$ cat config.mk
export PLATFORM = sky130hd
export DESIGN_NAME = score_display_ctrl
export DESIGN_NICKNAME = d
export VERILOG_FILES = /design/src/rtl/score_disp_pkg.sv /design/src/rtl/bin2bcd_seq.sv /design/src/rtl/score_display_ctrl.sv
export SDC_FILE = /design/constraint.sdc
export NUM_CORES = 1
export LEC_CHECK = 0
export ABC_AREA = 0
export CELL_PAD_IN_SITES_DETAIL_PLACEMENT = 1
export CELL_PAD_IN_SITES_GLOBAL_PLACEMENT = 1
export CORE_AREA = 2 2 105 117
export DETAILED_ROUTE_END_ITERATION = 16
export DIE_AREA = 0 0 107 119
export GPL_ROUTABILITY_DRIVEN = 0
export PLACE_DENSITY_LB_ADDON = 0.1
export SKIP_CTS_REPAIR_TIMING = 1
export SYNTH_ARGS = -nofsm -noshare
export SYNTH_HDL_FRONTEND = slang
export SYNTH_HIERARCHICAL = 1
export SYNTH_SLANG_ARGS = --single-unit
$ cat constraint.sdc
create_clock -name clk -period 4 [get_ports clk]
set_input_delay 0.6 -clock clk [delete_from_list [all_inputs] [get_ports clk]]
set_output_delay 0.6 -clock clk [all_outputs]
set_load 0.005 [all_outputs]
$ cat src/rtl/score_disp_pkg.sv
// Shared types, segment codes and constant helpers for the score display path.
// Digit-width helpers are evaluated at elaboration time only.
package score_disp_pkg;

    typedef enum logic [1:0] {
        IDLE,
        SHIFT,
        DONE
    } conv_state_t;

    // Active-high {g,f,e,d,c,b,a} codes for decimal 0..9.
    localparam logic [6:0] SEG_LUT [10] = '{
        7'h3F, 7'h06, 7'h5B, 7'h4F, 7'h66,
        7'h6D, 7'h7D, 7'h07, 7'h7F, 7'h6F
    };

    function automatic longint unsigned pow10(input int n);
        longint unsigned p;
        p = 64'd1;
        for (int i = 0; i < 19; i++) begin
            if (i < n) p = p * 64'd10;
        end
        return p;
    endfunction

    // Decimal digits needed for the largest w-bit value.
    function automatic int dec_digits(input int w);
        longint unsigned v;
        int d;
        v = (64'd1 << w) - 64'd1;
        d = 1;
        for (int i = 0; i < 20; i++) begin
            if (v >= 64'd10) begin
                v = v / 64'd10;
                d = d + 1;
            end
        end
        return d;
    endfunction

endpackage

$ cat src/rtl/bin2bcd_seq.sv
// Sequential shift-and-add-3 binary to BCD converter with a one-deep newest-wins
// pending slot; a result commits SCORE_W+1 cycles after its load.
module bin2bcd_seq
    import score_disp_pkg::*;
#(
    parameter int SCORE_W  = 8,
    parameter int N_DIGITS = 3
) (
    input  logic                  clk,
    input  logic                  reset,
    input  logic [SCORE_W-1:0]    bin,
    input  logic                  start,
    output logic                  busy,
    output logic [4*N_DIGITS-1:0] bcd,
    output logic                  ovf,
    output logic                  done
);

    localparam int ACC_DIGITS = (N_DIGITS > dec_digits(SCORE_W)) ? N_DIGITS : dec_digits(SCORE_W);
    localparam int ACC_W      = 4 * ACC_DIGITS;
    localparam int CNT_W      = $clog2(SCORE_W);
    localparam longint unsigned P10 = pow10(N_DIGITS);
    localparam longint unsigned LIM = 64'd1 << SCORE_W;
    // A threshold of 2^SCORE_W can never be reached, which disables saturation.
    localparam logic [SCORE_W:0] OVF_TH = (SCORE_W+1)'((P10 < LIM) ? P10 : LIM);

    conv_state_t           state_q, state_d;
    logic [SCORE_W-1:0]    bin_q, bin_d;
    logic [ACC_W-1:0]      acc_q, acc_d, adj;
    logic [CNT_W-1:0]      cnt_q, cnt_d;
    logic                  ovf_pend_q, ovf_pend_d;
    logic [SCORE_W-1:0]    pend_score_q, pend_score_d;
    logic                  pend_valid_q, pend_valid_d;
    logic [4*N_DIGITS-1:0] bcd_q, bcd_d;
    logic                  ovf_q, ovf_d;
    logic                  done_q, done_d;
    logic                  load_go;
    logic [SCORE_W-1:0]    load_val;

    always_comb begin
        state_d      = state_q;
        bin_d        = bin_q;
        acc_d        = acc_q;
        cnt_d        = cnt_q;
        ovf_pend_d   = ovf_pend_q;
        pend_score_d = pend_score_q;
        pend_valid_d = pend_valid_q;
        bcd_d        = bcd_q;
        ovf_d        = ovf_q;
        done_d       = 1'b0;
        load_go      = 1'b0;
        load_val     = bin;

        adj = acc_q;
        for (int k = 0; k < ACC_DIGITS; k++) begin
            if (acc_q[4*k +: 4] >= 4'd5) adj[4*k +: 4] = acc_q[4*k +: 4] + 4'd3;
        end

        case (state_q)
            IDLE: begin
                if (start) load_go = 1'b1;
            end
            SHIFT: begin
                {acc_d, bin_d} = {adj, bin_q} << 1;
                cnt_d = cnt_q + 1'b1;
                if (cnt_q == CNT_W'(SCORE_W - 1)) state_d = DONE;
                if (start) begin
                    pend_score_d = bin;
                    pend_valid_d = 1'b1;
                end
            end
            DONE: begin
                bcd_d        = ovf_pend_q ? {N_DIGITS{4'h9}} : acc_q[4*N_DIGITS-1:0];
                ovf_d        = ovf_pend_q;
                done_d       = 1'b1;
                pend_valid_d = 1'b0;
                // A strobe landing on the commit cycle is newer than the held value.
                if (start || pend_valid_q) begin
                    load_go  = 1'b1;
                    load_val = start ? bin : pend_score_q;
                end else begin
                    state_d = IDLE;
                end
            end
            default: state_d = IDLE;
        endcase

        if (load_go) begin
            bin_d      = load_val;
            acc_d      = '0;
            cnt_d      = '0;
            ovf_pend_d = ({1'b0, load_val} >= OVF_TH);
            state_d    = SHIFT;
        end
    end

    always_ff @(posedge clk) begin
        if (reset) begin
            state_q      <= IDLE;
            bin_q        <= '0;
            acc_q        <= '0;
            cnt_q        <= '0;
            ovf_pend_q   <= 1'b0;
            pend_score_q <= '0;
            pend_valid_q <= 1'b0;
            bcd_q        <= '0;
            ovf_q        <= 1'b0;
            done_q       <= 1'b0;
        end else begin
            state_q      <= state_d;
            bin_q        <= bin_d;
            acc_q        <= acc_d;
            cnt_q        <= cnt_d;
            ovf_pend_q   <= ovf_pend_d;
            pend_score_q <= pend_score_d;
            pend_valid_q <= pend_valid_d;
            bcd_q        <= bcd_d;
            ovf_q        <= ovf_d;
            done_q       <= done_d;
        end
    end

    assign busy = (state_q != IDLE);
    assign bcd  = bcd_q;
    assign ovf  = ovf_q;
    assign done = done_q;

endmodule

$ cat src/rtl/score_display_ctrl.sv
// Score-to-display engine: sequential BCD conversion, N-digit scan onto one shared
// seven-segment decoder, leading-zero blanking, overflow saturation and game-over blink.
module score_display_ctrl
    import score_disp_pkg::*;
#(
    parameter int SCORE_W     = 8,
    parameter int N_DIGITS    = 3,
    parameter int REFRESH_DIV = 1000,
    parameter int BLINK_DIV   = 2_000_000
) (
    input  logic                  clk,
    input  logic                  reset,
    input  logic [SCORE_W-1:0]    score,
    input  logic                  score_valid,
    input  logic                  game_over,
    input  logic                  lz_blank,
    output logic                  busy,
    output logic                  overflow,
    output logic [4*N_DIGITS-1:0] bcd,
    output logic [N_DIGITS-1:0]   digit_sel,
    output logic [6:0]            seg
);

    localparam int IDX_W = (N_DIGITS > 1) ? $clog2(N_DIGITS) : 1;
    localparam int REF_W = (REFRESH_DIV > 1) ? $clog2(REFRESH_DIV) : 1;
    localparam int BLK_W = (BLINK_DIV > 1) ? $clog2(BLINK_DIV) : 1;

    logic                conv_done;
    logic [REF_W-1:0]    refresh_q, refresh_d;
    logic [IDX_W-1:0]    idx_q, idx_d;
    logic [BLK_W-1:0]    blink_cnt_q, blink_cnt_d;
    logic                blink_phase_q, blink_phase_d;
    logic [N_DIGITS-1:0] digit_sel_q, digit_sel_d;
    logic [6:0]          seg_q, seg_d;
    logic                refresh_wrap;
    logic [N_DIGITS-1:0] dig_en;
    logic                upper_nz;
    logic [3:0]          nib;

    bin2bcd_seq #(
        .SCORE_W  (SCORE_W),
        .N_DIGITS (N_DIGITS)
    ) u_conv (
        .clk   (clk),
        .reset (reset),
        .bin   (score),
        .start (score_valid),
        .busy  (busy),
        .bcd   (bcd),
        .ovf   (overflow),
        .done  (conv_done)
    );

    always_comb begin
        refresh_wrap = (refresh_q == REF_W'(REFRESH_DIV - 1));
        refresh_d    = refresh_wrap ? '0 : refresh_q + 1'b1;
        idx_d        = idx_q;
        if (refresh_wrap) idx_d = (idx_q == IDX_W'(N_DIGITS - 1)) ? '0 : idx_q + 1'b1;

        blink_cnt_d   = blink_cnt_q;
        blink_phase_d = blink_phase_q;
        if (!game_over) begin
            blink_cnt_d   = '0;
            blink_phase_d = 1'b0;
        end else if (blink_cnt_q == BLK_W'(BLINK_DIV - 1)) begin
            blink_cnt_d   = '0;
            blink_phase_d = ~blink_phase_q;
        end else begin
            blink_cnt_d = blink_cnt_q + 1'b1;
        end

        // Walk down from the top digit; a digit stays lit once any digit at or above it is nonzero.
        dig_en   = '1;
        upper_nz = 1'b0;
        for (int k = N_DIGITS - 1; k > 0; k--) begin
            upper_nz = upper_nz | (bcd[4*k +: 4] != 4'd0);
            if (lz_blank && !upper_nz) dig_en[k] = 1'b0;
        end

        digit_sel_d = blink_phase_d ? '0 : ((N_DIGITS'(1) << idx_d) & dig_en);

        nib   = bcd[4*idx_d +: 4];
        seg_d = seg_q;
        if (refresh_wrap || conv_done) seg_d = (nib <= 4'd9) ? SEG_LUT[nib] : 7'h00;
    end

    always_ff @(posedge clk) begin
        if (reset) begin
            refresh_q     <= '0;
            idx_q         <= '0;
            blink_cnt_q   <= '0;
            blink_phase_q <= 1'b0;
            digit_sel_q   <= N_DIGITS'(1);
            seg_q         <= 7'h3F;
        end else begin
            refresh_q     <= refresh_d;
            idx_q         <= idx_d;
            blink_cnt_q   <= blink_cnt_d;
            blink_phase_q <= blink_phase_d;
            digit_sel_q   <= digit_sel_d;
            seg_q         <= seg_d;
        end
    end

    assign digit_sel = digit_sel_q;
    assign seg       = seg_q;

endmodule

==> metrics, run 1 <==
hpwl dp=8.18 mm; final core utilization=between 40% and 50%; Post-route DRC=0; GRT overflow=0; register area share after synthesis=40.2%; critical-path cell list=ha_1 -> and4b_1 -> nand3_1 -> mux2_1 -> a211o_1 -> inv_1 -> ha_1 -> nor2_1 -> inv_1 -> o21ai_0 -> o32ai_4 -> a21oi_1 -> a211oi_2; routed len/inst=16.0 um; Starting Density=between 30% and 40%; die area=roughly 13000 sq um; syn_nets=between 500 and 600; Arrival @ worst endpoint=around 3.5 ns; Top FF cell, synth=dfxtp_1; leakage power=1.85 nW; Avg Vias per Cell=5.40; share of cells above drive strength 1=7.09%; drt first pass iters=4; Yosys warning total=6; fraction of registers with async set or reset after synthesis=0%; leading area contributor after synthesis=dfxtp_1; RSZ-0062 raised after global routing=no; CP peak stage delay=approximately 0.44 ns; Global Route Usage Sum=18.8%; Worst Tran Pin Value=0.798 ns; final-report max-slew violation count=0; H-tree level count=3; total power=1.89 mW; Worst path top cell family by delay=compound AO/OA/AOI/OAI gates; HP Class=reg -> reg; met1 Usage GRT=23.5%; syn_area_per_cell=8.40 sq um; grt met3 use=under 10%; Layout Nets=just under 600; global-route wire length before repair=19.1 mm; Clock Skew=about 0.009 ns; Post-Syn Instances=between 500 and 600; Diodes inserted=0; mapped cell area=between 4000 and 5000 sq um; Placed Area=roughly 5000 sq um; height of the die=between 100 and 150 um; Final Hold Viols=0; P per Cell Area=361 nW/um^2; Clock Tree Root=clkbuf_16; DR vias=about 3900; Fin Setup TNS=0 ns; Buf/Inv on CP=2; initial antenna violation count=0; clock-pin slew on the worst setup and hold paths=~0.07 ns; core area=roughly 12000 sq um; Distinct cells, synth=66; CTS tree=built; CTS Buf Count=9; Antenna Nets Post-Route=0; post-route cell area=5240 sq um; Rows=42; final worst path period share=about four fifths; fmax=just over 300 MHz; final worst slack=between 0.7 and 0.8 ns; maximum clock insertion buffer count=2; number of global-route vias before repair=just under 4000; Synth top area share=roughly 40%; worst vdd ir=roughly 0.17 mV; largest net degree at the start of global routing=36; GR Util met2=about a third; # IOs=37; worst-path maximum fanout=8; dpl cells=between 700 and 800; Max stage delay cell, worst path=mux2_1; number of enable flip-flop cells after synthesis=0; Crit path required time=between 4 and 5 ns; final wirelength=~11 mm; number of port buffers=35; Hold Worst Slack=between 0.4 and 0.5 ns; Setup crit end kind=register; chip width=about 110 um; area added between synthesis and finish=15.4%; Max Cap Viol=0; Rel. slew slack=a little under half; dominant cells by area after synthesis=dfxtp_1, nand2_1, a21oi_1; busiest grt layer=met2; Final min period=about 3.3 ns; crit start category=register; status=complete, no violations; clock sink total=91; Final Non-Filler Cells=around 720; Worst Setup Path Type=reg -> reg; final setup violation count=0; drt initial violations=162; pre-CTS setup slack=0.736 ns; latest clock arrival within the worst-skew pair=~0.35 ns; FF+latch count, synth=91
==> layer usage <==
layer,wire length (um),part of all wire [%]
met5,0,0
met4,199,1.7
met3,229,2.0
met2,5750,50
met1,5300,46
==> worst paths after layout <==
check | start | endpoint | slack [ns] | cells past startpoint
worst max-delay path | refresh_q[0] | seg[6] | 0.73 | 13
worst min-delay path | blink_cnt_q[0] | blink_cnt_q[0] | 0.45 | 1
worst max register to register | refresh_q[0] | seg[6] | 0.73 | 13
worst min register to register | blink_cnt_q[0] | blink_cnt_q[0] | 0.45 | 1
==> cell usage in the layout (no fill, tap or decap), types with 8 or more instances in the layout <==
cell | Yosys | final
dfxtp_1 | 91 | 91
nand2_1 | 76 | 76
nor2_1 | 51 | 51
a21oi_1 | 51 | 51
clkdlybuf4s50_1 | 0 | 34
nand3_1 | 28 | 28
inv_1 | 20 | 20
o21ai_0 | 18 | 18
xor2_1 | 18 | 18
ha_1 | 15 | 15
nand2b_1 | 9 | 9
a211oi_1 | 9 | 9
xnor2_1 | 9 | 9
a21o_1 | 9 | 9
clkbuf_16 | 0 | 9
and3_1 | 8 | 8
nand3b_1 | 8 | 8
==> where the power goes <==
group / internal [mW] / switching, mW / leakage [nW] / total, mW
combinational: 0.0512 / 0.0793 / 0.974 / 0.130
clock: 0.470 / 0.343 / 0.137 / 0.813
sequential: 0.927 / 0.0187 / 0.737 / 0.945
==> cell type report <==
type	instances	area (sq um)
clock inverter	4	45.0
clock buffer	9	225
sequential	91	1820
multi-input combinational	400	2490
inverter	20	75.1
fill	1390	6480
timing repair buffer	40	383
tap	154	193
==> worst reg2reg max path, cell delays in order, from the launching register on <==
cell and delay (ns):
dfxtp_1 0.37, ha_1 0.30, and4b_1 0.28, nand3_1 0.25, mux2_1 0.44, a211o_1 0.36
inv_1 0.12, ha_1 0.19, nor2_1 0.05, inv_1 0.07, o21ai_0 0.13, o32ai_4 0.38
a21oi_1 0.09, a211oi_2 0.17
==> state kept, by name, indices dropped and copies added, names as in the netlist <==
signal and cells:
u_conv/acc_q 12, seg 7, u_conv/cnt_q 3, digit_sel 3, refresh_q 10, u_conv/done 1
idx_q 2, u_conv/bcd 12, u_conv/pend_score_q 8, u_conv/bin_q 8, blink_phase_q 1, u_conv/pend_valid_q 1
blink_cnt_q 21, u_conv/state_q 2
==> synth_stat cells (all sizes together), types with 2 or more instances <==
library cell / number
dfxtp: 91
o311a: 3
buf: 9
a41oi: 3
o21ai: 21
nor2b: 5
and2: 2
nand2: 76
and3b: 2
nand4: 4
a221oi: 7
ha: 15
nor4b: 2
nand2b: 9
xor2: 18
clkbuf: 20
nor2: 52
a211oi: 10
a311o: 2
or3: 2
nand3: 29
inv: 20
nand3b: 8
a21oi: 51
nor3b: 3
a21o: 9
nor3: 5
a221o: 2
or2: 3
a31oi: 6
nor4: 5
and3: 8
xnor2: 9
mux2: 4
o31ai: 3
or3b: 2
a2111oi: 3
==> logic make-up (layout without fill, tap and decap cells) <==
kind of cell	count (synthesis)	in the layout	share of synthesized area (%)
and+or+nand+nor	223	223	24.6
AOI/OAI and AO/OA	129	129	19.7
DFF	91	91	40.2
buffers and inverters	49	73	4.85
xor gates and xnor gates	27	27	5.21
adders and majority gates	15	15	4.14
muxes	5	5	1.21
other	1	1	0.0827
Note: power is estimated with default switching activity, not from simulation.
==> run 2: changes to the inputs <==
==> constraint.sdc (replaced) <==
create_clock -name clk -period 3 [get_ports clk]
set_input_delay 0.45 -clock clk [delete_from_list [all_inputs] [get_ports clk]]
set_output_delay 0.45 -clock clk [all_outputs]
set_load 0.005 [all_outputs]
==> run 2 against run 1 <==
Routed wire length fell by 2.0%. Worst hold slack got worse by 0.012 ns. First-iteration DRC count fell by 9.9%. Maximum frequency rose by 16%. Register-to-register slack got worse by 0.56 ns. Critical path depth rose by 2. Combinational power rose by 32%. Via count rose by 0.13%. Critical endpoint unchanged.
==> metrics, run 2 (same netlist as run 1, synthesis figures left out) <==
commonest non-fill, non-tap cell in the layout=dfxtp_1; CTS Buf Count=9; setup slack, reg-to-reg=between 0.15 and 0.2 ns; # IOs=37; chip width=107 um; Worst R2R Start=refresh_q[0]; clock sink total=91; Setup crit end kind=register; CP peak stage delay=about 0.36 ns; final worst path period share=94.4%; DR vias=3881; number of global-route vias before repair=4000; hpwl dp=between 8 and 9 mm; global-route wire length before repair=between 15 and 20 mm; worst vdd ir=0.307 mV; HP Class=reg -> reg; Worst Setup Path Type=reg -> reg; critical-path cell list=ha_2 -> buf_4 -> nand4b_4 -> nor3_4 -> buf_6 -> a21oi_1 -> a211o_1 -> inv_2 -> ha_2 -> nor2_1 -> inv_1 -> o21ai_1 -> o32ai_4 -> a21oi_1 -> a211oi_2; Hold Path End=refresh_q[0]; area added between synthesis and finish=19.3%; Starting Density=38.7%; share of cells above drive strength 1=a little over a tenth; Avg Vias per Cell=about 5.3; drt initial violations=146; Antenna Nets Post-Route=0; final core utilization=between 40% and 50%; dpl cells=712; largest net degree at the start of global routing=37; Reg2Reg Depth=15; initial antenna violation count=0; Max Cap Viol=0; max FFs per register=21; Arrival @ worst endpoint=3.10 ns; clock-pin slew on the worst setup and hold paths=0.07 ns; Top reg by flops=blink_cnt_q; GRT overflow=0; maximum clock insertion buffer count=2; latest clock arrival within the worst-skew pair=0.35 ns; Buf/Inv on CP=4; Rows=42; Crit path required time=about 3.3 ns; number of port buffers=35; final setup violation count=0; status=complete, no violations; Worst path top cell family by delay=compound AO/OA/AOI/OAI gates; Fin Setup TNS=0 ns; Clock Tree Root=clkbuf_16; Final min period=about 2.8 ns; Max stage delay cell, worst path=o32ai_4; Final Hold Viols=0; Layout Nets=600; crit start category=register; Diodes inserted=0; CTS tree=built; die area=12700 sq um; core area=between 10000 and 15000 sq um; worst hold start=refresh_q[0]; drt first pass iters=4; final-report max-slew violation count=0; routed len/inst=15.4 um; CP startpoint=refresh_q[0]; height of the die=119 um; commonest non-fill, non-tap cells in the layout=dfxtp_1, nand2_1, nor2_1, a21oi_1, clkdlybuf4s50_1; reg-to-reg endpoint=seg[6]; final wirelength=about 11 mm; Post-route DRC=0; Global Route Usage Sum=around a fifth; H-tree level count=3; Hold Path Depth=1; worst-path maximum fanout=6; Final Non-Filler Cells=around 730; Worst Tran Pin Value=roughly 0.96 ns; P per Cell Area=501 nW/um^2; Clock Skew=approximately 0.010 ns; Hold Worst Slack=0.436 ns; fmax=about 350 MHz; RSZ-0062 raised after global routing=no; leakage power=1.94 nW; Rel. slew slack=35.5%
-- run 2: cell count changes in the layout (fill, tap and decap cells not counted), sizes merged --
| cell | previous run | this run |
|---|---|---|
| clkinv | 3 | 1 |
| bufinv | 1 | 2 |
| clkbuf | 9 | 13 |
| buf | 6 | 16 |
-- run 2: through the flow --
| stage | power (mW) | cell area (sq um) | setup WS [ns] |
|---|---|---|---|
| after detailed placement | 1.46 | 5020 | 0.0676 |
| final | 2.71 | 5410 | 0.167 |
| after global routing | 2.83 | 5410 | 0.00454 |
| after floorplan | 1.41 | 4540 | 0.0822 |
| after CTS | 2.75 | 5360 | 0.0427 |
| after global placement | 1.45 | 5020 | 0.194 |
-- run 2: power breakdown --
| group | total, mW | internal (mW) | switching, mW |
|---|---|---|---|
| registers | 1.26 | 1.24 | 0.0245 |
| clock network | 1.28 | 0.801 | 0.481 |
| logic | 0.171 | 0.0689 | 0.102 |
-- run 2: how the worst max path moves through the flow --
stage	end	depth (start not counted)	slack [ns]
after global routing	seg[6]	15	0.005
after global placement	seg[6]	13	0.19
after detailed placement	seg[6]	13	0.07
final	seg[6]	15	0.17
after floorplan	seg[3]	13	0.08
after CTS	seg[6]	13	0.04
-- run 2: worst register-to-register path: cells and delay by family (launching register included) --
family	cells	cell delay (ns)
and+or+nand+nor	3	0.47
AOI/OAI and AO/OA	6	1.12
buffers and inverters	4	0.45
adders and majority gates	2	0.36
DFF	1	0.35
-- run 2: layout make-up --
class                   count  area, sq um
clock buffers              13          270
clock inverters             3         68.8
fillers                  1351         6310
inverters                  20         75.1
multi-input cells         400         2520
flip-flops and latches     91         1820
well taps                 154          193
repair buffers             50          462
-- run 2: routing by layer --
| layer | vias to the layer above | part of all wire [%] | wire length [um] | global-route usage [%] |
|---|---|---|---|---|
| met2 | 45 | 50 | 5610 | 32.6 |
| met5 | - | 0 | 0 | 0 |
| met3 | 16 | 2.6 | 297 | 3.72 |
| met4 | 0 | 1.7 | 191 | 6.82 |
| met1 | 1866 | 46 | 5140 | 23.2 |
| li1 | 1954 | - | - | - |
